File: src/rtl/modexp_pkg.sv
// Shared types and default sizing for the modular-exponentiation sequencer.
package modexp_pkg;

  localparam int unsigned W_DEF  = 3;
  localparam int unsigned EW_DEF = 4;

  typedef enum logic [2:0] {
    S_IDLE,
    S_CHECK,
    S_SQR_REQ,
    S_SQR_WAIT,
    S_MUL_REQ,
    S_MUL_WAIT,
    S_DONE
  } state_t;

endpackage

File: src/rtl/modexp_ctrl.sv
// Left-to-right square-and-multiply sequencer computing base^exp mod modulus
// by driving an external serial modular multiplier over mm_* handshakes.
module modexp_ctrl
  import modexp_pkg::*;
#(
  parameter int unsigned W  = W_DEF,
  parameter int unsigned EW = EW_DEF
) (
  input  logic          clk,
  input  logic          reset,
  input  logic          start,
  input  logic [W-1:0]  base,
  input  logic [EW-1:0] exp,
  input  logic [W-1:0]  modulus,
  output logic          busy,
  output logic          done,
  output logic          err,
  output logic [W-1:0]  result,
  output logic          mm_start,
  output logic [W-1:0]  mm_x,
  output logic [W-1:0]  mm_y,
  output logic [W-1:0]  mm_z,
  input  logic          mm_done,
  input  logic [W-1:0]  mm_p
);

  localparam int unsigned IW = (EW > 1) ? $clog2(EW) : 1;

  state_t        state;
  logic [W-1:0]  acc;
  logic [W-1:0]  base_r;
  logic [W-1:0]  mod_r;
  logic [EW-1:0] exp_r;
  logic [IW-1:0] i;

  // Outputs are registered, so every request/result is loaded on the edge
  // that enters the corresponding state; acc and the next operands both
  // take mm_p directly on the mm_done edge.
  always_ff @(posedge clk) begin
    if (reset) begin
      state    <= S_IDLE;
      busy     <= 1'b0;
      done     <= 1'b0;
      err      <= 1'b0;
      result   <= '0;
      mm_start <= 1'b0;
      mm_x     <= '0;
      mm_y     <= '0;
      mm_z     <= '0;
      acc      <= '0;
      i        <= '0;
      base_r   <= '0;
      mod_r    <= '0;
      exp_r    <= '0;
    end else begin
      mm_start <= 1'b0;
      done     <= 1'b0;
      case (state)
        S_IDLE: begin
          if (start) begin
            base_r <= base;
            exp_r  <= exp;
            mod_r  <= modulus;
            acc    <= W'(1);
            i      <= IW'(EW - 1);
            busy   <= 1'b1;
            err    <= 1'b0;
            state  <= S_CHECK;
          end
        end
        S_CHECK: begin
          if (mod_r < W'(2)) begin
            result <= '0;
            err    <= 1'b0;
            done   <= 1'b1;
            state  <= S_DONE;
          end else if (base_r >= mod_r) begin
            result <= '0;
            err    <= 1'b1;
            done   <= 1'b1;
            state  <= S_DONE;
          end else begin
            mm_x     <= acc;
            mm_y     <= acc;
            mm_z     <= mod_r;
            mm_start <= 1'b1;
            state    <= S_SQR_REQ;
          end
        end
        S_SQR_REQ: state <= S_SQR_WAIT;
        S_SQR_WAIT: begin
          if (mm_done) begin
            acc <= mm_p;
            if (exp_r[i]) begin
              mm_x     <= mm_p;
              mm_y     <= base_r;
              mm_start <= 1'b1;
              state    <= S_MUL_REQ;
            end else if (i == '0) begin
              result <= mm_p;
              done   <= 1'b1;
              state  <= S_DONE;
            end else begin
              i        <= i - IW'(1);
              mm_x     <= mm_p;
              mm_y     <= mm_p;
              mm_start <= 1'b1;
              state    <= S_SQR_REQ;
            end
          end
        end
        S_MUL_REQ: state <= S_MUL_WAIT;
        S_MUL_WAIT: begin
          if (mm_done) begin
            acc <= mm_p;
            if (i == '0) begin
              result <= mm_p;
              done   <= 1'b1;
              state  <= S_DONE;
            end else begin
              i        <= i - IW'(1);
              mm_x     <= mm_p;
              mm_y     <= mm_p;
              mm_start <= 1'b1;
              state    <= S_SQR_REQ;
            end
          end
        end
        S_DONE: begin
          busy  <= 1'b0;
          state <= S_IDLE;
        end
        default: state <= S_IDLE;
      endcase
    end
  end

endmodule

File: config.mk
export PLATFORM = sky130hd
export DESIGN_NAME = modexp_ctrl
export DESIGN_NICKNAME = d
export VERILOG_FILES = /design/src/rtl/modexp_pkg.sv /design/src/rtl/modexp_ctrl.sv
export SDC_FILE = /design/constraint.sdc
export NUM_CORES = 1
export LEC_CHECK = 0
export CORE_MARGIN = 5
export CORE_UTILIZATION = 42
export CTS_CLUSTER_SIZE = 14
export DETAILED_ROUTE_END_ITERATION = 7
export PLACE_DENSITY = 0.68
export SYNTH_ARGS = -nofsm -noshare
export SYNTH_HDL_FRONTEND = slang
export SYNTH_SLANG_ARGS = --single-unit
File: constraint.sdc
create_clock -name clk -period 3.9 [get_ports clk]
set_clock_uncertainty 0.15 [all_clocks]
set_input_delay 0.39 -clock clk [delete_from_list [all_inputs] [get_ports clk]]
set_output_delay 0.39 -clock clk [all_outputs]
set_load 0.01 [all_outputs]
# --- Yosys cells after proc, flatten, opt, wreduce, memory -nomap -nowiden ---
# Index checks and enable logic that the tools add are counted.
op_classes:
  n_shift: 0
  div: 0
  magnitude_cmp: 3
  n_reduce_logical: 17
  addsub: 1
  bitwise: 2
  mux: 57
  n_eq_ne: 14
  multipliers: 0
op_table:
  columns: ["operator", "n"]
  rows:
  - ["2-to-1 mux 3 bit", 24]
  - ["one-hot mux 3 bit (3 select lines)", 3]
  - ["one-hot mux 3 bit (6 select lines)", 1]
  - ["2-to-1 mux 1 bit", 17]
  - ["AND reduction 5 bit", 3]
  - ["!= test 2 bit, second input constant", 6]
  - ["AND reduction 3 bit", 4]
  - ["2-to-1 mux 2 bit", 5]
  - ["== test 3 bit, second input constant", 3]
  - ["== test 3 x 2 -> 1 bit, second input constant", 2]
  - ["one-hot mux 1 bit (3 select lines)", 2]
  - ["one-hot mux 2 bit (3 select lines)", 1]
  - ["one-hot mux 3 bit (2 select lines)", 1]
  - ["nonzero test 2 bit", 3]
  - ["nonzero test 3 bit", 2]
  - ["one-hot mux 1 bit (2 select lines)", 2]
  - ["AND reduction 2 bit", 2]
  - ["== test 3 x 1 -> 1 bit, second input constant", 1]
  - [">= comparator 3 bit", 1]
  - ["zero test 3 bit", 1]
  - ["less-than comparator 2 x 3 -> 1 bit, second input constant", 1]
  - ["less-than comparator 3 x 2 -> 1 bit, second input constant", 1]
  - ["!= test 3 bit, second input constant", 1]
  - ["binary-select mux 1 bit (select 2 bit)", 1]
  - ["5 further kinds", 6]
totals:
  ramBits: 0
  output_inout_bits: 16
  elab_cells: 108
  latch_bits: 0
  mem_count: 0
  ff_bits: 34
  romBits: 0
  input_bits: 17

# --- Logic depth before layout (Yosys ltp) ---
depth:
  ltp_word: 5
  mapped_depth: 8
  mapped_depth_nobuf: 7

# --- Least setup slack after synthesis ---
# OpenSTA, ideal clock, no wires.
synth_path:
  path_type: "register to register"
  startpoint: "register base_r[0]"
  endpoint: "register mm_y[2]"
  n_path_buf: 0
  arrival_ps: 1883
  setup_ps: 132
  period_less_slack_ps: 2165
  slack_ps: 1735
  t_required_ps: 3618
  stages_incl_launch_ff: 8
  path_cell_list: "dfxtp_1 -> inv_1 -> ha_1 -> nor3b_2 -> o221ai_1 -> a211o_1 -> a2111oi_1 -> nor3_1"
synth_via:
  elab_chain_len: 3
synth_lines:
  columns: ["item", "line_no", "rtl"]
  rows:
  - ["start: declaration", "modexp_ctrl.sv:31", "logic [W-1:0] base_r;"]
  - ["start signal: assignment", "modexp_ctrl.sv:61", "base_r <= base;"]
  - [">= comparator 3 bit", "modexp_ctrl.sv:77", "end else if (base_r >= mod_r) begin"]
  - ["!= test 2 bit (no source line)", null, null]
  - ["AND reduction 5 bit (no source line)", null, null]
  - ["end signal: assignment", "modexp_ctrl.sv:96", "mm_y <= base_r;"]
  - ["end signal: assignment", "modexp_ctrl.sv:106", "mm_y <= mm_p;"]
  - ["end signal: assignment", "modexp_ctrl.sv:123", "mm_y <= mm_p;"]
  - ["end: declaration", "modexp_ctrl.sv:21", "output logic [W-1:0] mm_y,"]
# Every way passes these cells.
# A chain may end at the register's enable or synchronous reset.

# --- Worst setup path in the final report ---
layout_path:
  startpoint: "register i[0]"
  endpoint: "register mm_y[0]"
layout_via:
  elab_chain_len: 5
  elab_cells_between_ends: 8
layout_lines:
  columns: ["item", "line_no", "rtl"]
  rows:
  - ["start: declaration", "modexp_ctrl.sv:34", "logic [IW-1:0] i;"]
  - ["start signal: assignment", "modexp_ctrl.sv:65", "i <= IW'(EW - 1);"]
  - ["start signal: assignment", "modexp_ctrl.sv:104", "i <= i - IW'(1);"]
  - ["start signal: assignment", "modexp_ctrl.sv:121", "i <= i - IW'(1);"]
  - ["binary-select mux 1 bit (select 2 bit) / zero test 2 bit (equally long branches)", "modexp_ctrl.sv:94, modexp_ctrl.sv:99, modexp_ctrl.sv:116", null]
  - ["2-to-1 mux 1 bit (implied by the code) / 2-to-1 mux 3 bit (equally long branches)", null, null]
  - ["2-to-1 mux 3 bit", "modexp_ctrl.sv:94", "if (exp_r[i]) begin"]
  - ["2-to-1 mux 3 bit", "modexp_ctrl.sv:92", "if (mm_done) begin"]
  - ["one-hot mux 3 bit (3 select lines) (*)", "modexp_ctrl.sv:58", "case (state)"]
# Mark *: on every way between the ends. The rest lies on a longest branch, timed or not. The select of a mux whose other input is x is not followed.

==> reports/qor.csv <==
stage,metric,value,unit
synthesis,syn_nets,242,
detailed_routing,Post-DRT Antenna Nets,0,
floorplanning,die area,5850,um2
pwr,power per cell area,447,nW/um2
synthesis,Syn Inst Count,221,
detailed_routing,DR vias,1680,
synthesis,Synth Area in XOR/XNOR,0.472,%
synthesis,Synth cell types,49,
floorplanning,Initial Utilization,42.9,%
layout,layout cell share with drive strength beyond 1,9.68,%
pwr,Clk pwr share,24.1,%
synthesis,sequential fraction of the synthesis area,36.7,%
clocking,# clock sinks,34,
clocking,Clock Path Buffers,2,
synthesis,Mean Syn Cell Area,8.40,um2
worst_setup_path,Critical Path Sink Type,flop,
status,status,"finished, final reports clean",
synthesis,Synth area leaders,"dfxtp_1 37%, nand2_1 6.7%, nor2_1 5.7%",
placed_design,gpl congestion,0.815,
global_route,total grt overflow,0,
timing,Final Setup Violations,0,
detailed_routing,Avg WL per Cell,14.7,um
hold_path,HP Class,flop to flop,
floorplanning,# IOs,33,
synthesis,Post-synth EDFFs,0,
worst_setup_path,critical path startpoint category,flop,
global_route,vias in the first global route,1580,
clocking,Worst-Skew Late Latency,0.28,ns
detailed_routing,vias per std cell,5.60,
pwr,combinational share of power,32.6,%
layout,post-route design area,2260,um2
placed_design,DP Area,2190,um2
synthesis,Compound-Gate Fraction of Synth Area,19.8,%
synthesis,Post-synth top cells,"34 x dfxtp_1, 33 x nand2_1, 28 x nor2_1",
timing,Slew headroom,44.6,%
detailed_routing,DRC Markers,0,
synthesis,Synth Cell Area,1860,um2
clocking,CTS buffer count,5,
layout,nets,269,
synthesis,"FF+latch count, synth",34,
synthesis,cell taking the most area after synthesis,dfxtp_1,
floorplanning,Die Wd,76.5,um
clocking,# Post-CTS Setup Buffers,0,
synthesis,main combinational cell family by area after synthesis,simple AND/OR/NAND/NOR gates,
timing,endpoints failing hold,0,
synthesis,Post-synth ARST share,0,%
floorplanning,Core Region,4320,um2
synthesis,mux share of post-synthesis cell area,9.17,%
floorplanning,num rows,24,
detailed_routing,Routed WL,4410,um
timing,max frequency,410,MHz
job,maxcap violations,0,
timing,Final period util,62.5,%
synthesis,share of the synthesized area in the top cell type,36.7,%
timing,Worst-Margin Slew,0.828,ns
clocking,CTS-repair resized insts,0,
placed_design,post-DP HPWL,3190,um
worst_setup_path,crit path kind,flop to flop,
synthesis,YS warnings,0,
worst_setup_path,crit-path max FO,15,
layout,Layout Utilization,52.3,%
synthesis,Post-synth top flop,dfxtp_1,
clocking,clock-pin slew on the worst setup and hold paths,0.07,ns
global_route,GRT Util Overall,15.4,%
clocking,root buf cell,clkbuf_8,
worst_setup_path,Critical Path AT,2.44,ns
clocking,CTS H-tree lvls,2,
global_route,pin count of the biggest net entering global routing,23,
layout,area delta synth->final,21.9,%
pwr,VDD IR-drop max,0.203,mV
timing,RSZ-0062 raised after global routing,no,
pwr,P_int,663,uW
layout,n_diodes,0,
clocking,hold buffer count at CTS,0,
global_route,antenna violations before repair,0,
detailed_routing,DR iter-0 viols,185,
pwr,net switching fraction of the power,34.5,%
global_route,first-pass GRT wire length,7420,um
synthesis,Synth Area in Simple Gates,25.4,%
worst_setup_path,CP Data Required Time,3.90,ns
synthesis,Synth Area in Adders,3.30,%
timing,Final min period,2.44,ns
pwr,leakage,0.818,nW
detailed_routing,First-pass DRT Iterations,4,
clocking,CTS tree,done,
placed_design,PortBufs,32,
timing,Pins Over Slew Limit,0,
pwr,Psw,348,uW
synthesis,most frequent cell after synthesis,dfxtp_1,
floorplanning,DIE HEIGHT,76.5,um
pwr,Reg power frac,43.3,%
timing,setup TNS,0,ns
==> placed cells by master (no fill, tap or decap), types with 2 or more instances in the layout <==
cell type	n
a2111oi_2	2
a221oi_1	4
dfxtp_1	34
mux2_2	6
nand2b_1	4
nand3_1	2
nor2_1	28
a21oi_1	19
ha_1	4
mux2i_1	8
clkbuf_8	5
inv_1	9
nor3_1	6
clkbuf_1	2
a211oi_1	2
clkdlybuf4s50_1	32
nor2b_1	5
nand3b_1	5
o21ai_0	6
nand2_1	33
o32ai_1	2
a22oi_1	2
==> per-layer routing <==
metal / part of all wire, % / wire length [um] / vias up / track usage, %
met3: 4.4 / 195 / 8 / 4.49
li1: - / - / 832 / -
met2: 47 / 2060 / 37 / 24.2
met4: 1.7 / 73 / 0 / 5.59
met1: 47 / 2080 / 803 / 20.0
met5: 0 / 0 / - / 0
==> registers in the layout, indices dropped and copies added (netlist names), 2 cells and up <==
register and cells:
mm_z 3, state 3, mod_r 3, acc 3, result 3, base_r 3
i 2, mm_x 3, mm_y 3, exp_r 4
==> metrics by stage <==
stage	std cells	worst slack, ns	power [mW]	hold WS (ns)
after global placement	293	1.43	0.770	0.291
final	300	1.46	1.01	0.304
after floorplan	221	1.74	0.679	0.286
after CTS	300	1.43	1.02	0.307
after global routing	300	1.35	1.07	0.340
after detailed placement	293	1.41	0.773	0.298
==> critical path, cell delays in order, from the launching register on <==
cell and delay [ns]:
dfxtp_1 0.36, inv_1 0.11, ha_1 0.60, mux2_2 0.42, mux2_2 0.26, a221oi_1 0.28
a211oi_1 0.12
==> layout make-up <==
class                   count  area (um2)
clock buffers               7        76.3
well taps                  52        65.1
inverters                   9        33.8
repair buffers             33         328
fillers                   416        2060
multi-input cells         165        1080
flip-flops and latches     34         681
==> power groups by stage <==
stage / logic, mW / clock network (mW) / registers, mW
6_report: 0.330 / 0.244 / 0.438
5_1_grt: 0.364 / 0.267 / 0.444
4_1_cts: 0.330 / 0.248 / 0.437
3_5_place_dp: 0.328 / 0 / 0.445
3_3_place_gp: 0.326 / 0 / 0.444
2_1_floorplan: 0.257 / 0 / 0.423
==> logic make-up (layout without fill, tap and decap cells) <==
kind of cell	after synthesis	count (layout)
flops	34	34
buf+inv	22	49
mux	15	15
compound gates	48	48
simple gates	96	96
xor+xnor	1	1
fa+ha+maj	5	5
==> worst paths after layout <==
| kind | slack (ns) | to | depth (start not counted) | start |
|---|---|---|---|---|
| max | 1.46 | mm_y[0] | 6 | i[0] |
| min | 0.30 | result[0] | 2 | result[0] |
| max reg2reg | 1.46 | mm_y[0] | 6 | i[0] |
| min reg2reg | 0.30 | result[0] | 2 | result[0] |
Power figures use the tool's default switching activity.
